==> src/rtl/sargantana_sim_pkg.sv <==
// Shared definitions for the simulation-top refill router: FSM states,
// default bootrom window and line-offset helpers.
package sargantana_sim_pkg;

    localparam int unsigned PADDR_W_DEF        = 40;
    localparam int unsigned LINE_W_DEF         = 128;
    localparam logic [63:0] BROM_BASE_DEF      = 64'h0;
    localparam logic [63:0] BROM_SIZE_DEF      = 64'h1_0000;
    localparam int unsigned BROM_ADDR_W_DEF    = 24;
    localparam int unsigned TIMEOUT_CYCLES_DEF = 1024;

    // Number of byte-offset bits inside one refill line.
    function automatic int unsigned line_off_w(input int unsigned line_w);
        return $clog2(line_w / 8);
    endfunction

    localparam int unsigned LINE_OFF_W = line_off_w(LINE_W_DEF);

    typedef enum logic [2:0] {
        IDLE,
        BROM_REQ,
        BROM_WAIT,
        L2_WAIT,
        DRAIN
    } refill_state_t;

endpackage

==> src/rtl/icache_refill_router.sv <==
// Routes single outstanding icache line refills to the bootrom or the L2 model,
// with kill draining and a busy-cycle watchdog.
module icache_refill_router
    import sargantana_sim_pkg::*;
#(
    parameter int unsigned        PADDR_W        = PADDR_W_DEF,
    parameter int unsigned        LINE_W         = LINE_W_DEF,
    parameter logic [PADDR_W-1:0] BROM_BASE      = PADDR_W'(BROM_BASE_DEF),
    parameter logic [PADDR_W-1:0] BROM_SIZE      = PADDR_W'(BROM_SIZE_DEF),
    parameter int unsigned        BROM_ADDR_W    = BROM_ADDR_W_DEF,
    parameter int unsigned        TIMEOUT_CYCLES = TIMEOUT_CYCLES_DEF
) (
    input  logic                   clk_i,
    input  logic                   rstn_i,
    input  logic                   ic_req_valid_i,
    input  logic [PADDR_W-1:0]     ic_req_paddr_i,
    output logic                   ic_req_ready_o,
    input  logic                   ic_kill_i,
    output logic                   ic_resp_valid_o,
    output logic [LINE_W-1:0]      ic_resp_data_o,
    output logic                   ic_resp_err_o,
    output logic                   brom_req_valid_o,
    output logic [BROM_ADDR_W-1:0] brom_req_address_o,
    input  logic                   brom_ready_i,
    input  logic                   brom_resp_valid_i,
    input  logic [LINE_W-1:0]      brom_resp_data_i,
    output logic                   l2_req_valid_o,
    output logic [PADDR_W-1:0]     l2_req_paddr_o,
    input  logic                   l2_resp_valid_i,
    input  logic [LINE_W-1:0]      l2_resp_data_i
);

    localparam int unsigned OFF_W   = line_off_w(LINE_W);
    localparam int unsigned TIMER_W = (TIMEOUT_CYCLES == 0) ? 1 : $clog2(TIMEOUT_CYCLES + 1);
    localparam logic [TIMER_W-1:0]     TIMER_MAX   = '1;
    localparam logic [TIMER_W-1:0]     TIMEOUT_VAL = TIMER_W'(TIMEOUT_CYCLES);
    localparam bit                     WDOG_EN     = (TIMEOUT_CYCLES != 0);
    localparam logic [BROM_ADDR_W-1:0] ALIGN_MASK  = ~BROM_ADDR_W'((64'd1 << OFF_W) - 64'd1);

    refill_state_t          state_q, state_d;
    logic [TIMER_W-1:0]     timer_q, timer_d, timer_inc;
    logic [PADDR_W:0]       req_diff;
    logic                   req_hit;
    logic [BROM_ADDR_W-1:0] req_brom_addr;
    logic                   accept, data_fire, tmo_fire, timeout;
    logic                   target_resp;
    logic [LINE_W-1:0]      target_data;

    logic                   sel_brom_q;
    logic [PADDR_W-1:0]     paddr_q;
    logic [BROM_ADDR_W-1:0] brom_addr_q;
    logic                   ready_q, brom_vld_q, l2_vld_q, resp_vld_q, resp_err_q;
    logic [LINE_W-1:0]      resp_data_q;

    // Window decode: the extra borrow bit rejects addresses below the base.
    assign req_diff      = {1'b0, ic_req_paddr_i} - {1'b0, BROM_BASE};
    assign req_hit       = !req_diff[PADDR_W] && (req_diff[PADDR_W-1:0] < BROM_SIZE);
    assign req_brom_addr = BROM_ADDR_W'(req_diff[PADDR_W-1:0]) & ALIGN_MASK;

    assign target_resp = sel_brom_q ? brom_resp_valid_i : l2_resp_valid_i;
    assign target_data = sel_brom_q ? brom_resp_data_i : l2_resp_data_i;

    always_comb begin
        state_d   = state_q;
        accept    = 1'b0;
        data_fire = 1'b0;
        tmo_fire  = 1'b0;
        timer_inc = (timer_q == TIMER_MAX) ? timer_q : timer_q + TIMER_W'(1);
        timeout   = WDOG_EN && (timer_inc == TIMEOUT_VAL);

        unique case (state_q)
            IDLE: begin
                if (ic_req_valid_i && !ic_kill_i) begin
                    accept  = 1'b1;
                    state_d = req_hit ? BROM_REQ : L2_WAIT;
                end
            end
            BROM_REQ: begin
                // A kill racing the handshake still leaves a bootrom response in flight.
                if (ic_kill_i) begin
                    state_d = brom_ready_i ? DRAIN : IDLE;
                end else if (brom_ready_i) begin
                    state_d = BROM_WAIT;
                end else if (timeout) begin
                    tmo_fire = 1'b1;
                    state_d  = IDLE;
                end
            end
            BROM_WAIT, L2_WAIT: begin
                if (target_resp) begin
                    data_fire = !ic_kill_i;
                    state_d   = IDLE;
                end else if (ic_kill_i) begin
                    state_d = DRAIN;
                end else if (timeout) begin
                    tmo_fire = 1'b1;
                    state_d  = IDLE;
                end
            end
            DRAIN: begin
                if (target_resp || timeout) begin
                    state_d = IDLE;
                end
            end
            default: state_d = IDLE;
        endcase

        // Watchdog restarts on every busy-state entry and counts busy cycles.
        if (state_d != IDLE && state_d != state_q) begin
            timer_d = '0;
        end else if (state_q != IDLE) begin
            timer_d = timer_inc;
        end else begin
            timer_d = timer_q;
        end
    end

    always_ff @(posedge clk_i or negedge rstn_i) begin
        if (!rstn_i) begin
            state_q <= IDLE;
            timer_q <= '0;
        end else begin
            state_q <= state_d;
            timer_q <= timer_d;
        end
    end

    // Request capture and registered outputs, derived from the next state.
    always_ff @(posedge clk_i or negedge rstn_i) begin
        if (!rstn_i) begin
            sel_brom_q  <= 1'b0;
            paddr_q     <= '0;
            brom_addr_q <= '0;
            ready_q     <= 1'b1;
            brom_vld_q  <= 1'b0;
            l2_vld_q    <= 1'b0;
            resp_vld_q  <= 1'b0;
            resp_err_q  <= 1'b0;
            resp_data_q <= '0;
        end else begin
            ready_q    <= (state_d == IDLE);
            brom_vld_q <= (state_d == BROM_REQ);
            l2_vld_q   <= (state_d == L2_WAIT);
            resp_vld_q <= data_fire || tmo_fire;
            resp_err_q <= tmo_fire;
            if (accept) begin
                sel_brom_q  <= req_hit;
                paddr_q     <= ic_req_paddr_i;
                brom_addr_q <= req_brom_addr;
            end
            if (data_fire) begin
                resp_data_q <= target_data;
            end else if (tmo_fire) begin
                resp_data_q <= '0;
            end
        end
    end

    assign ic_req_ready_o     = ready_q;
    assign ic_resp_valid_o    = resp_vld_q;
    assign ic_resp_data_o     = resp_data_q;
    assign ic_resp_err_o      = resp_err_q;
    assign brom_req_valid_o   = brom_vld_q;
    assign brom_req_address_o = brom_addr_q;
    assign l2_req_valid_o     = l2_vld_q;
    assign l2_req_paddr_o     = paddr_q;

endmodule

==> config.mk <==
export PLATFORM = sky130hd
export DESIGN_NAME = icache_refill_router
export DESIGN_NICKNAME = d
export VERILOG_FILES = /design/src/rtl/sargantana_sim_pkg.sv /design/src/rtl/icache_refill_router.sv
export SDC_FILE = /design/constraint.sdc
export NUM_CORES = 1
export LEC_CHECK = 0
export BUFFER_PORTS_ARGS = -buffer_cell sky130_fd_sc_hd__buf_4
export CORE_AREA = 2 2 194 196
export CTS_BUF_LIST = sky130_fd_sc_hd__clkbuf_16
export DETAILED_ROUTE_END_ITERATION = 16
export DIE_AREA = 0 0 196 198
export HOLD_SLACK_MARGIN = 0.03
export SLEW_MARGIN = 20
export SYNTH_ARGS = -nofsm -noshare
export SYNTH_HDL_FRONTEND = slang
export SYNTH_SLANG_ARGS = --single-unit
==> constraint.sdc <==
create_clock -name clk_i -period 4.35 [get_ports clk_i]
set_clock_uncertainty 0.2 [all_clocks]
set_input_delay 0.87 -clock clk_i [delete_from_list [all_inputs] [get_ports clk_i]]
set_output_delay 0.87 -clock clk_i [all_outputs]
set_load 0.03 [all_outputs]
# --- Word level (Yosys, flattened, before mapping) ---
# Index checks and enable logic that the tools add are counted.
word_totals:
  regBits: 208
  in_bits: 303
  output_inout_bits: 197
op_classes:
  addsub: 1
  n_lt_le_gt_ge: 1
  eq_ne: 9
  muxes: 27
  n_reduce_logical: 12
ops:
  columns: ["cell", "count"]
  rows:
  - ["two-way mux 128 bit", 3]
  - ["less-than comparator 40 x 17 -> 1 bit, second input constant", 1]
  - ["two-way mux 11 bit", 3]
  - ["two-way mux 3 bit", 8]
  - ["== test 11 bit, second input constant", 2]
  - ["one-hot mux 3 bit (4 select lines)", 1]
  - ["adder 11 x 1 -> 11 bit, second input constant", 1]
  - ["two-way mux 1 bit", 10]
  - ["== test 3 x 2 -> 1 bit, second input constant", 3]
  - ["== test 3 x 1 -> 1 bit, second input constant", 2]
  - ["logical NOT 3 bit", 2]
  - ["nonzero test 3 bit", 2]
  - ["nonzero test 2 bit", 2]
  - ["== test 3 bit, second input constant", 1]
  - ["inequality test 3 bit", 1]
  - ["logical AND 1 bit", 2]
  - ["logical OR 1 bit", 2]
  - ["two-way mux 2 bit", 1]
  - ["one-hot mux 1 bit (2 select lines)", 1]
  - ["OR reduction 2 bit", 1]
  - ["logical NOT 1 bit", 1]

# --- Depth between registers and ports, before layout ---
# Gate-level depths: netlist (run 1).
depth:
  word_depth: 10
  depth_mapped: 9
  depth_no_buf: 7

# --- Worst setup path before layout (run 1) ---
# No wires, ideal clock.
synth_path:
  path_type: "input -> register"
  startpoint: "input ic_kill_i"
  endpoint: "register resp_data_q[89] (netlist: ic_resp_data_o[89])"
  setup_time_ps: 88
  arrival_time_ps: 2280
  t_required_ps: 4062
  slack_ps: 1782
  stages: 7
  n_path_buf: 2
  cell_sequence: "nor2_1 nand2_1 nor2_1 clkbuf_1 buf_1 nand2_1 a41oi_1"
synth_between:
  elab_chain_len: 4
  elab_cells_between_ends: 9
  classes_between: "mux: 7; reduce/logical: 2"
synth_rtl:
  columns: ["item", "line", "text"]
  rows:
  - ["start: declaration", "icache_refill_router.sv:18", "input logic ic_kill_i,"]
  - ["two-way mux 1 bit / logical NOT 1 bit (equally long branches)", "icache_refill_router.sv:93, icache_refill_router.sv:91", null]
  - ["two-way mux 1 bit", "icache_refill_router.sv:90", "if (target_resp) begin"]
  - ["one-hot mux 1 bit (2 select lines) / two-way mux 1 bit (equally long branches)", "icache_refill_router.sv:71", "unique case (state_q)"]
  - ["nonzero test 2 bit (no source line) / two-way mux 128 bit (equally long branches)", null, null]
  - ["end signal: assignment", "icache_refill_router.sv:152", "resp_data_q <= target_data;"]
  - ["end: declaration", "icache_refill_router.sv:53", "logic [LINE_W-1:0] resp_data_q;"]
# Parallel ways exist; a longest one is shown, timed or not.
# A chain may end at the register's enable or synchronous reset.

# --- Final worst setup path (run 1) ---
layout_path:
  startpoint: "register timer_q[0]"
  endpoint: "register resp_data_q[56] (netlist: ic_resp_data_o[56])"
layout_between:
  elab_chain_len: 8
  elab_cells_between_ends: 11
  classes_between: "add/sub: 1; eq/ne: 2; mux: 7; reduce/logical: 1"
layout_rtl:
  columns: ["item", "line", "text"]
  rows:
  - ["start: declaration", "icache_refill_router.sv:41", "logic [TIMER_W-1:0] timer_q, timer_d, timer_inc;"]
  - ["start signal: assignment", "icache_refill_router.sv:124", "timer_q <= timer_d;"]
  - ["adder 11 x 1 -> 11 bit / == test 11 bit (equally long branches)", "icache_refill_router.sv:68", "timer_inc = (timer_q == TIMER_MAX) ? timer_q : timer_q + TIMER_W'(1);"]
  - ["two-way mux 11 bit (*)", "icache_refill_router.sv:68", null]
  - ["== test 11 bit (*)", "icache_refill_router.sv:69", "timeout = WDOG_EN && (timer_inc == TIMEOUT_VAL);"]
  - ["two-way mux 1 bit (*)", "icache_refill_router.sv:84, icache_refill_router.sv:95", null]
  - ["two-way mux 1 bit, on equally long branches", "icache_refill_router.sv:93, icache_refill_router.sv:82", null]
  - ["two-way mux 1 bit, on equally long branches", "icache_refill_router.sv:90, icache_refill_router.sv:80", null]
  - ["one-hot mux 1 bit (2 select lines) (*)", "icache_refill_router.sv:71", null]
  - ["nonzero test 2 bit (no source line) (*)", null, null]
# Every way passes the cells marked *; elsewhere a longest branch is shown, timed or not.

==> qor.txt, run 1 <==
Initial antenna violation count = 0
Core Region = 0.03696 sq mm
R2R Path Start = timer_q[0]
Setup WS pre-CTS = 1145 ps
CP startpoint kind = flip-flop
Layout area overhead = 45.38%
Multi-input logic area = 0.004827 sq mm
Crit Path Max Fanout = 58
CTS Buffer Depth = 2
Final Hold Fails = 0
Critical path launch point = timer_q[0]
CP Data Required Time = 4410 ps
GRT Util Overall = 0.1599
DP Area = 0.01404 sq mm
# DRC = 0
Drt pass-1 iters = 5
# rows = 71
Die Span Y = 198 um
Syn Area/Cell = 10.36 sq um
Total grt overflow = 0
Relative slew slack = 0.2337
Nets = 1693
Routed WL = 32140 um
DR WL met3 = 1851 um
Number of global-route vias before repair = 8718
Max-Cap Viols = 0
Worst VDD drop = 0.0004178 V
Port Buffers = 495
Worst-path clk slew = 70 ps
Clock Latency Late Sink = 440 ps
WL/cell = 17.13 um
Io pins = 500
Synth async-reset ratio = 1.000
Share of cells above drive strength 1 = 0.5093
Critical Path AT = 3310 ps
Setup Viol. Count Final = 0
Worst hold path type = primary input to asynchronous set/reset pin
Via density = 4.874
Total power draw = 0.009334 W
Post_cts resized = 0
Power Dens Cells = 636.8 mW/mm^2
Final worst-path cycle share = 0.7463
Metal-1 WL = 13790 um
Fin Setup TNS = 0 ps
Worst setup margin = 1104 ps
RSZ-0062 raised after global routing = no
Fmax = 308.1 MHz
EDFF count, synth = 0
Final slew viol count = 0
Setup CP Type = flip-flop to flip-flop
Post-layout minimum cycle time = 3246 ps
Status = finished, final reports clean
Global-route wire length before repair = 49180 um
Synth warn = 0
CTS buffer count = 17
Leak = 6.430 nW
Register area = 0.004710 sq mm
#FFs+latches synth = 188
Unique masters post-synth = 39
GPL Wtd Cong = 0.8089
H-tree depth = 4
DR top layer = met4
Post-DP HPWL = 22680 um
Post-cts hold buffer count = 0
CP endpoint kind = flip-flop
Largest net degree at the start of global routing = 257
Seq/Total Area, Yosys = 0.4667
Filler cells = 3618
Post-CTS Setup Inserts = 0
Initial core utilization = 0.2728
Fin area = 0.01466 sq mm
Root Driver = clkbuf_16
CTS tree = yes
Netlist Area Pre-Place = 0.01008 sq mm
Chip width = 196 um
Die ar. = 0.03881 sq mm
Remaining antenna violation count after routing = 0
Clock Sinks = 188
Predominant post-synthesis flop cell = dfrtp_1
Mapped Cells = 973
Met2 WL = 16070 um
DRT iter0 DRCs = 420
Via count = 9144
Least-Margin Pin Slew = 1149 ps
# diodes = 0
==> final timing paths <==
path,endpoint,cells past startpoint,slack [ps]
setup / recovery,ic_resp_data_o[56],8,1100
hold / removal,l2_req_paddr_o[1],1,240
setup reg to reg,ic_resp_data_o[56],8,1100
hold reg to reg,l2_req_paddr_o[25],1,310
max in group asynchronous,ic_resp_data_o[26],2,2770
min in group clk_i,l2_req_paddr_o[25],1,310
==> critical path, stage by stage, from the launching register on <==
cell,delay [ps]
dfrtp_1,440
ha_1,270
nand2_1,120
or3_1,320
o22ai_1,220
o2111ai_2,320
o21bai_4,620
buf_12,320
a41oi_1,170
==> synth_stat cells, drive strengths merged, types with 4 or more instances <==
cell    instances  area, sq um
o21ai          11        55.05
buf            50        340.3
a21oi         132        660.6
mux2          168         1892
mux2i           5        50.05
inv             4        15.01
nor3            4        20.02
dfrtp         187         4679
nand2         143        536.8
nor4            7        43.79
a41oi         128         1121
clkbuf         64        240.2
nand3          12        60.06
nor2           24        90.09
==> registers in the layout (all words and copies together), names as in the netlist <==
signal and cells:
brom_req_valid_o 1, ic_req_ready_o 1, ic_resp_data_o 128, ic_resp_err_o 1, ic_resp_valid_o 1, l2_req_paddr_o 40
l2_req_valid_o 1, sel_brom_q 1, state_q 3, timer_q 11
==> cells in the final DEF (no fill, tap or decap), types with 10 or more instances in the layout <==
cell type	n
buf_4	501
dfrtp_1	186
mux2_2	168
nand2_1	142
a21oi_1	132
a41oi_1	128
nor2_1	22
clkbuf_16	17
nand3_1	11
o21ai_0	10
==> per-stage QoR <==
step,hold slack [ps],instances,util
global placement,291.0,1844,0.3799
global route,269.1,1876,0.3966
finish,240.4,1876,0.3966
floorplan,312.4,976,-
detailed placement,293.5,1844,0.3799
CTS,250.4,1876,0.3966
==> layout make-up <==
type	count	area share
inverters	4	0.001024
flip-flops and latches	188	0.3213
clock inverters	15	0.01315
repair buffers	508	0.2657
well taps	474	0.04046
clock buffers	17	0.02902
multi-input cells	670	0.3293
==> cells by family (layout without fill, tap and decap cells) <==
| family | count (synthesis) | in the layout | share of synthesized area |
|---|---|---|---|
| flip-flops | 188 | 188 | 0.4667 |
| XOR/XNOR | 4 | 4 | 0.003475 |
| AND/OR/NAND/NOR | 206 | 206 | 0.08538 |
| buffers and inverters | 118 | 544 | 0.05907 |
| other | 1 | 4 | 0.0003719 |
| AO/OA/AOI/OAI | 282 | 282 | 0.1911 |
| multiplexers | 173 | 173 | 0.1926 |
| adder cells (fa/ha/maj) | 1 | 1 | 0.001241 |
==> routing by layer <==
| layer | vias up | global-route usage |
|---|---|---|
| li1 | 4463 | - |
| met1 | 4351 | 0.2090 |
| met2 | 307 | 0.2668 |
| met3 | 23 | 0.03611 |
| met4 | 0 | 0.04293 |
| met5 | - | 0 |
==> report_power, final <==
group | total [W] | internal [W] | switching [W]
clock | 0.00167 | 0.000961 | 0.000713
sequential | 0.00299 | 0.00250 | 0.000495
combinational | 0.00467 | 0.00182 | 0.00284
total | 0.00933 | 0.00528 | 0.00405
(Power assumes the default switching activity.)
==> run 2, diff against run 1 <==
Clock period 4.35 ns to 2.95 ns, I/O delays scaled along.
==> run 2 against run 1 <==
Die area is the same. Via count rose by 1.6%. Sequential power grew 47%. Clock-buffer cell count did not move. Critical path depth is the same. Critical path type unchanged. Largest cell class unchanged.
==> qor.txt, run 2 (synthesized netlist as in run 1, its figures left out) <==
WL/cell = 17.69 um
CTS tree = yes
GRT Util Overall = 0.1637
Hold WS = 178.8 ps
Total grt overflow = 0
Nets = 1700
Least-Margin Pin Slew = 1010 ps
Max reg flops = 128
Worst-path clk slew = 70 ps
Relative slew slack = 0.3270
Global-route wire length before repair = 50030 um
Post-layout minimum cycle time = 2709 ps
Largest net degree at the start of global routing = 134
Share of cells above drive strength 1 = 0.5117
H-tree depth = 4
Most common cell after layout, fill and taps aside = buf_4
CTS Buffer Depth = 2
GPL Wtd Cong = 0.8176
Filler cells = 3629
Post-CTS Setup Inserts = 0
# diodes = 0
Number of cells on the worst hold path = 2
Critical Path AT = 2770 ps
Root Driver = clkbuf_16
Final slew viol count = 0
Number of global-route vias before repair = 8833
Remaining antenna violation count after routing = 0
RSZ-0062 raised after global routing = no
Post-DP HPWL = 23290 um
Max-Cap Viols = 0
CP startpoint kind = flip-flop
Initial antenna violation count = 0
Leak = 6.510 nW
Via count = 9288
Final Util = 0.4008
Worst-case reg-to-reg path depth = 8
Die ar. = 0.03881 sq mm
Fmax = 369.1 MHz
Power Dens Cells = 932.0 mW/mm^2
Status = finished, final reports clean
Initial core utilization = 0.2728
Drt pass-1 iters = 5
Crit Path Max Fanout = 83
Routed WL = 33310 um
DRT iter0 DRCs = 432
Cell Count, Final, Fillers Out = 1883
Worst hold path type = primary input to flip-flop
Core Region = 0.03696 sq mm
Final Hold Fails = 0
Setup Viol. Count Final = 0
Port Buffers = 495
Fin Setup TNS = 0 ps
Clock Sinks = 188
# rows = 71
CTS buffer count = 17
Final worst-path cycle share = 0.9185
Die Span Y = 198 um
Setup CP Type = flip-flop to flip-flop
Clock Latency Late Sink = 440 ps
Io pins = 500
Worst VDD drop = 0.0006956 V
Commonest cells after routing, fill and taps aside = buf_4 (501), dfrtp_1 (186), mux2_2 (168)
Placed Cells = 1849
# DRC = 0
Via density = 4.933
Chip width = 196 um
CP Data Required Time = 3010 ps
CP endpoint kind = flip-flop
Layout area overhead = 46.90%
-- run 2: worst paths after layout --
| kind | slack, ps | endpoint | from |
|---|---|---|---|
| min reg2reg | 310 | l2_req_paddr_o[39] | l2_req_paddr_o[39] |
| max in group asynchronous | 1260 | ic_resp_data_o[22] | rstn_i |
| min in group asynchronous | 500 | l2_req_paddr_o[0] | rstn_i |
| min | 180 | l2_req_paddr_o[12] | ic_req_paddr_i[12] |
| max reg2reg | 240 | ic_resp_data_o[17] | timer_q[0] |
| max | 240 | ic_resp_data_o[17] | timer_q[0] |
-- run 2: where the power goes --
group / internal [W] / switching [W] / leakage, nW
Sequential: 0.00368 / 0.000726 / 2.34
Clock: 0.00142 / 0.00105 / 0.310
Combinational: 0.00271 / 0.00421 / 3.86
-- run 2: cell type report --
class | count | area (sq um) | share of cell area
multi-input cells | 670 | 4830 | 0.3261
flip-flops and latches | 188 | 4710 | 0.3180
repair buffers | 515 | 4043 | 0.2730
well taps | 474 | 593.1 | 0.04004
clock buffers | 17 | 425.4 | 0.02872
clock inverters | 15 | 195.2 | 0.01318
inverters | 4 | 15.01 | 0.001014
-- run 2: critical path: stages (launching register included) --
cell and delay (ps):
dfrtp_1 430, ha_2 250, nand2_1 100, or3_1 320, o22ai_1 210, o2111ai_2 200, o21bai_4 230, clkbuf_16 370
a41oi_1 180
-- run 2: repair_timing --
| item | CTS | global route |
|---|---|---|
| hold endpoints to repair | 58 | 0 |
| hold buffers | 1 | 0 |
| endpoints found under the setup margin | 0 | 17 |
| gates resized for setup | 0 | 3 |
-- run 2: layer usage --
layer	vias to the layer above	GRT usage	part of all wire	wire, um
met5	-	0	0	0
met4	0	0.05107	0.016	522
met3	25	0.02998	0.056	1855
met2	357	0.2742	0.50	16770
met1	4442	0.2148	0.43	14170
li1	4464	-	-	-
-- run 2: metrics by stage --
step	power (W)	setup WS, ps	area, sq um
finish	0.01380	240.5	14810
CTS	0.01395	201.0	14770
global placement	0.01129	282.2	14140
floorplan	0.008574	593.8	10090
detailed placement	0.01138	195.3	14140
global route	0.01457	25.90	14810
==> run 3, diff against run 2 <==
Settings changed: CORE_AREA 2 2 194 196 to 2 2 195 197, DIE_AREA 0 0 196 198 to 0 0 197 199.
==> run 3 against run 2 <==
Fmax is 1.2% lower. Critical path depth up 1. Sequential share of layout area is essentially flat. Combinational power is 0.9% higher. Critical path type unchanged. Largest cell class unchanged.
==> qor.txt, run 3 (synthesized netlist as in run 1, its figures left out) <==
R2r endpoint = ic_resp_data_o[118]
Pint = 0.007622 W
Post-DP HPWL = 23140 um
Global-route wire length before repair = 49370 um
Die ar. = 0.03920 sq mm
Clock Sinks = 188
# DRC = 0
Critical Path Slowest Stage Cell = dfrtp_2
Layout area overhead = 46.95%
# rows = 71
Initial core utilization = 0.2715
Routed WL = 33140 um
DRT iter0 DRCs = 343
Status = finished, final reports clean
Commonest cells after routing, fill and taps aside = buf_4 (501), dfrtp_1 (185), mux2_2 (168)
Critical path launch point = timer_q[0]
CP cell instances = ha_2 -> nand2_1 -> or3_1 -> o22ai_1 -> o2111ai_4 -> o21bai_4 -> buf_12 -> buf_12 -> a41oi_1
Worst VDD drop = 0.0005338 V
Final slew viol count = 0
Largest net degree at the start of global routing = 134
R2R Path Start = timer_q[0]
CP startpoint kind = flip-flop
CTS tree = yes
Filler cells = 3622
Fin Setup TNS = 0 ps
Io pins = 500
GPL Wtd Cong = 0.8243
Root Driver = clkbuf_16
Number of global-route vias before repair = 8973
H-tree depth = 4
Port Buffers = 495
Share of cells above drive strength 1 = 0.5159
WL/cell = 17.58 um
Fmax = 364.5 MHz
CTS Buffer Depth = 2
Worst-case reg-to-reg path depth = 9
Most common cell after layout, fill and taps aside = buf_4
Total grt overflow = 0
Critical Path AT = 2790 ps
Multi-input logic area = 0.004841 sq mm
Setup CP Type = flip-flop to flip-flop
Flop2flop setup slack = 210 ps
Initial antenna violation count = 0
Final worst-path cycle share = 0.9299
Worst hold path type = primary input to flip-flop
CP endpoint kind = flip-flop
Fin area = 0.01482 sq mm
Relative slew slack = 0.4185
Remaining antenna violation count after routing = 0
GRT Util Overall = 0.1593
DP Area = 0.01416 sq mm
Drt pass-1 iters = 5
Setup Viol. Count Final = 0
Max-Cap Viols = 0
Via density = 4.933
Least-Margin Pin Slew = 872.2 ps
Max reg flops = 128
Worst setup path endpoint = ic_resp_data_o[118]
CP Data Required Time = 3000 ps
Register area = 0.004711 sq mm
Leak = 6.499 nW
Clock Latency Late Sink = 440 ps
Power Dens Cells = 926.2 mW/mm^2
Switch share = 0.4446
Switching power = 0.006101 W
Most Frequent Cell on Critical Path = buf_12
Clock share of power = 0.170
Final Util = 0.3990
Core Region = 0.03713 sq mm
Flop pwr share = 0.321
RSZ-0062 raised after global routing = no
Final Hold Fails = 0
# diodes = 0
Die Span Y = 199 um
Min-delay src = ic_req_paddr_i[0]
Crit Path Max Fanout = 46
Post-layout minimum cycle time = 2743 ps
CTS buffer count = 17
Chip width = 197 um
Nets = 1702
Worst path max stage delay = 410 ps
Via count = 9299
Worst-path clk slew = 80 ps
Combinational Power Share = 0.508
[run 3: power groups by stage]
stage,registers (W),logic [W],clock network [W]
2_1_floorplan,0.00647,0.00210,0
3_3_place_gp,0.00442,0.00691,0
3_5_place_dp,0.00442,0.00700,0
4_1_cts,0.00441,0.00700,0.00244
5_1_grt,0.00455,0.00738,0.00252
6_report,0.00441,0.00698,0.00234
[run 3: worst min path at each step]
stage | endpoint | slack (ps) | depth (start not counted)
final | l2_req_paddr_o[0] | 170 | 2
after global routing | l2_req_paddr_o[0] | 150 | 2
after CTS | l2_req_paddr_o[1] | 140 | 2
after detailed placement | l2_req_paddr_o[24] | 300 | 1
after global placement | l2_req_paddr_o[25] | 290 | 1
after floorplan | brom_req_valid_o | 90 | 0
[run 3: repair_timing]
item	CTS	global route
setup endpoints to repair	0	129
buffers inserted	0	1
hold buffers	1	0
gates resized for setup	0	3
endpoints found under the hold margin	27	0
[run 3: metrics by stage]
| step | cells | power [W] | worst slack [ps] | hold slack (ps) |
|---|---|---|---|---|
| floorplan | 976 | 0.008574 | 593.8 | 94.41 |
| global placement | 1850 | 0.01133 | 183.5 | 292.0 |
| detailed placement | 1850 | 0.01142 | 85.01 | 297.7 |
| CTS | 1883 | 0.01385 | 62.26 | 136.0 |
| global route | 1885 | 0.01445 | 33.11 | 147.6 |
| finish | 1885 | 0.01372 | 206.8 | 174.8 |
[run 3: layout make-up]
| class | count | area share |
|---|---|---|
| clock buffer | 17 | 0.02871 |
| clock inverter | 15 | 0.01081 |
| inverter | 4 | 0.001013 |
| multi-input combinational | 670 | 0.3267 |
| sequential | 188 | 0.3180 |
| tap | 474 | 0.04003 |
| timing repair buffer | 517 | 0.2747 |
[run 3: critical path: cells and delay by family, from the launching register on]
kind | cells | cell delay, ps
flip-flops | 1 | 410
buffers and inverters | 2 | 380
AO/OA/AOI/OAI | 4 | 890
adder cells (fa/ha/maj) | 1 | 220
AND/OR/NAND/NOR | 2 | 430
[run 3: layer usage]
| metal | wire (um) | track usage | share of wire | vias up |
|---|---|---|---|---|
| li1 | - | - | - | 4485 |
| met1 | 14220 | 0.2047 | 0.43 | 4464 |
| met2 | 16590 | 0.2709 | 0.50 | 318 |
| met3 | 1798 | 0.02967 | 0.054 | 32 |
| met4 | 529 | 0.05068 | 0.016 | 0 |
| met5 | 0 | 0 | 0 | - |
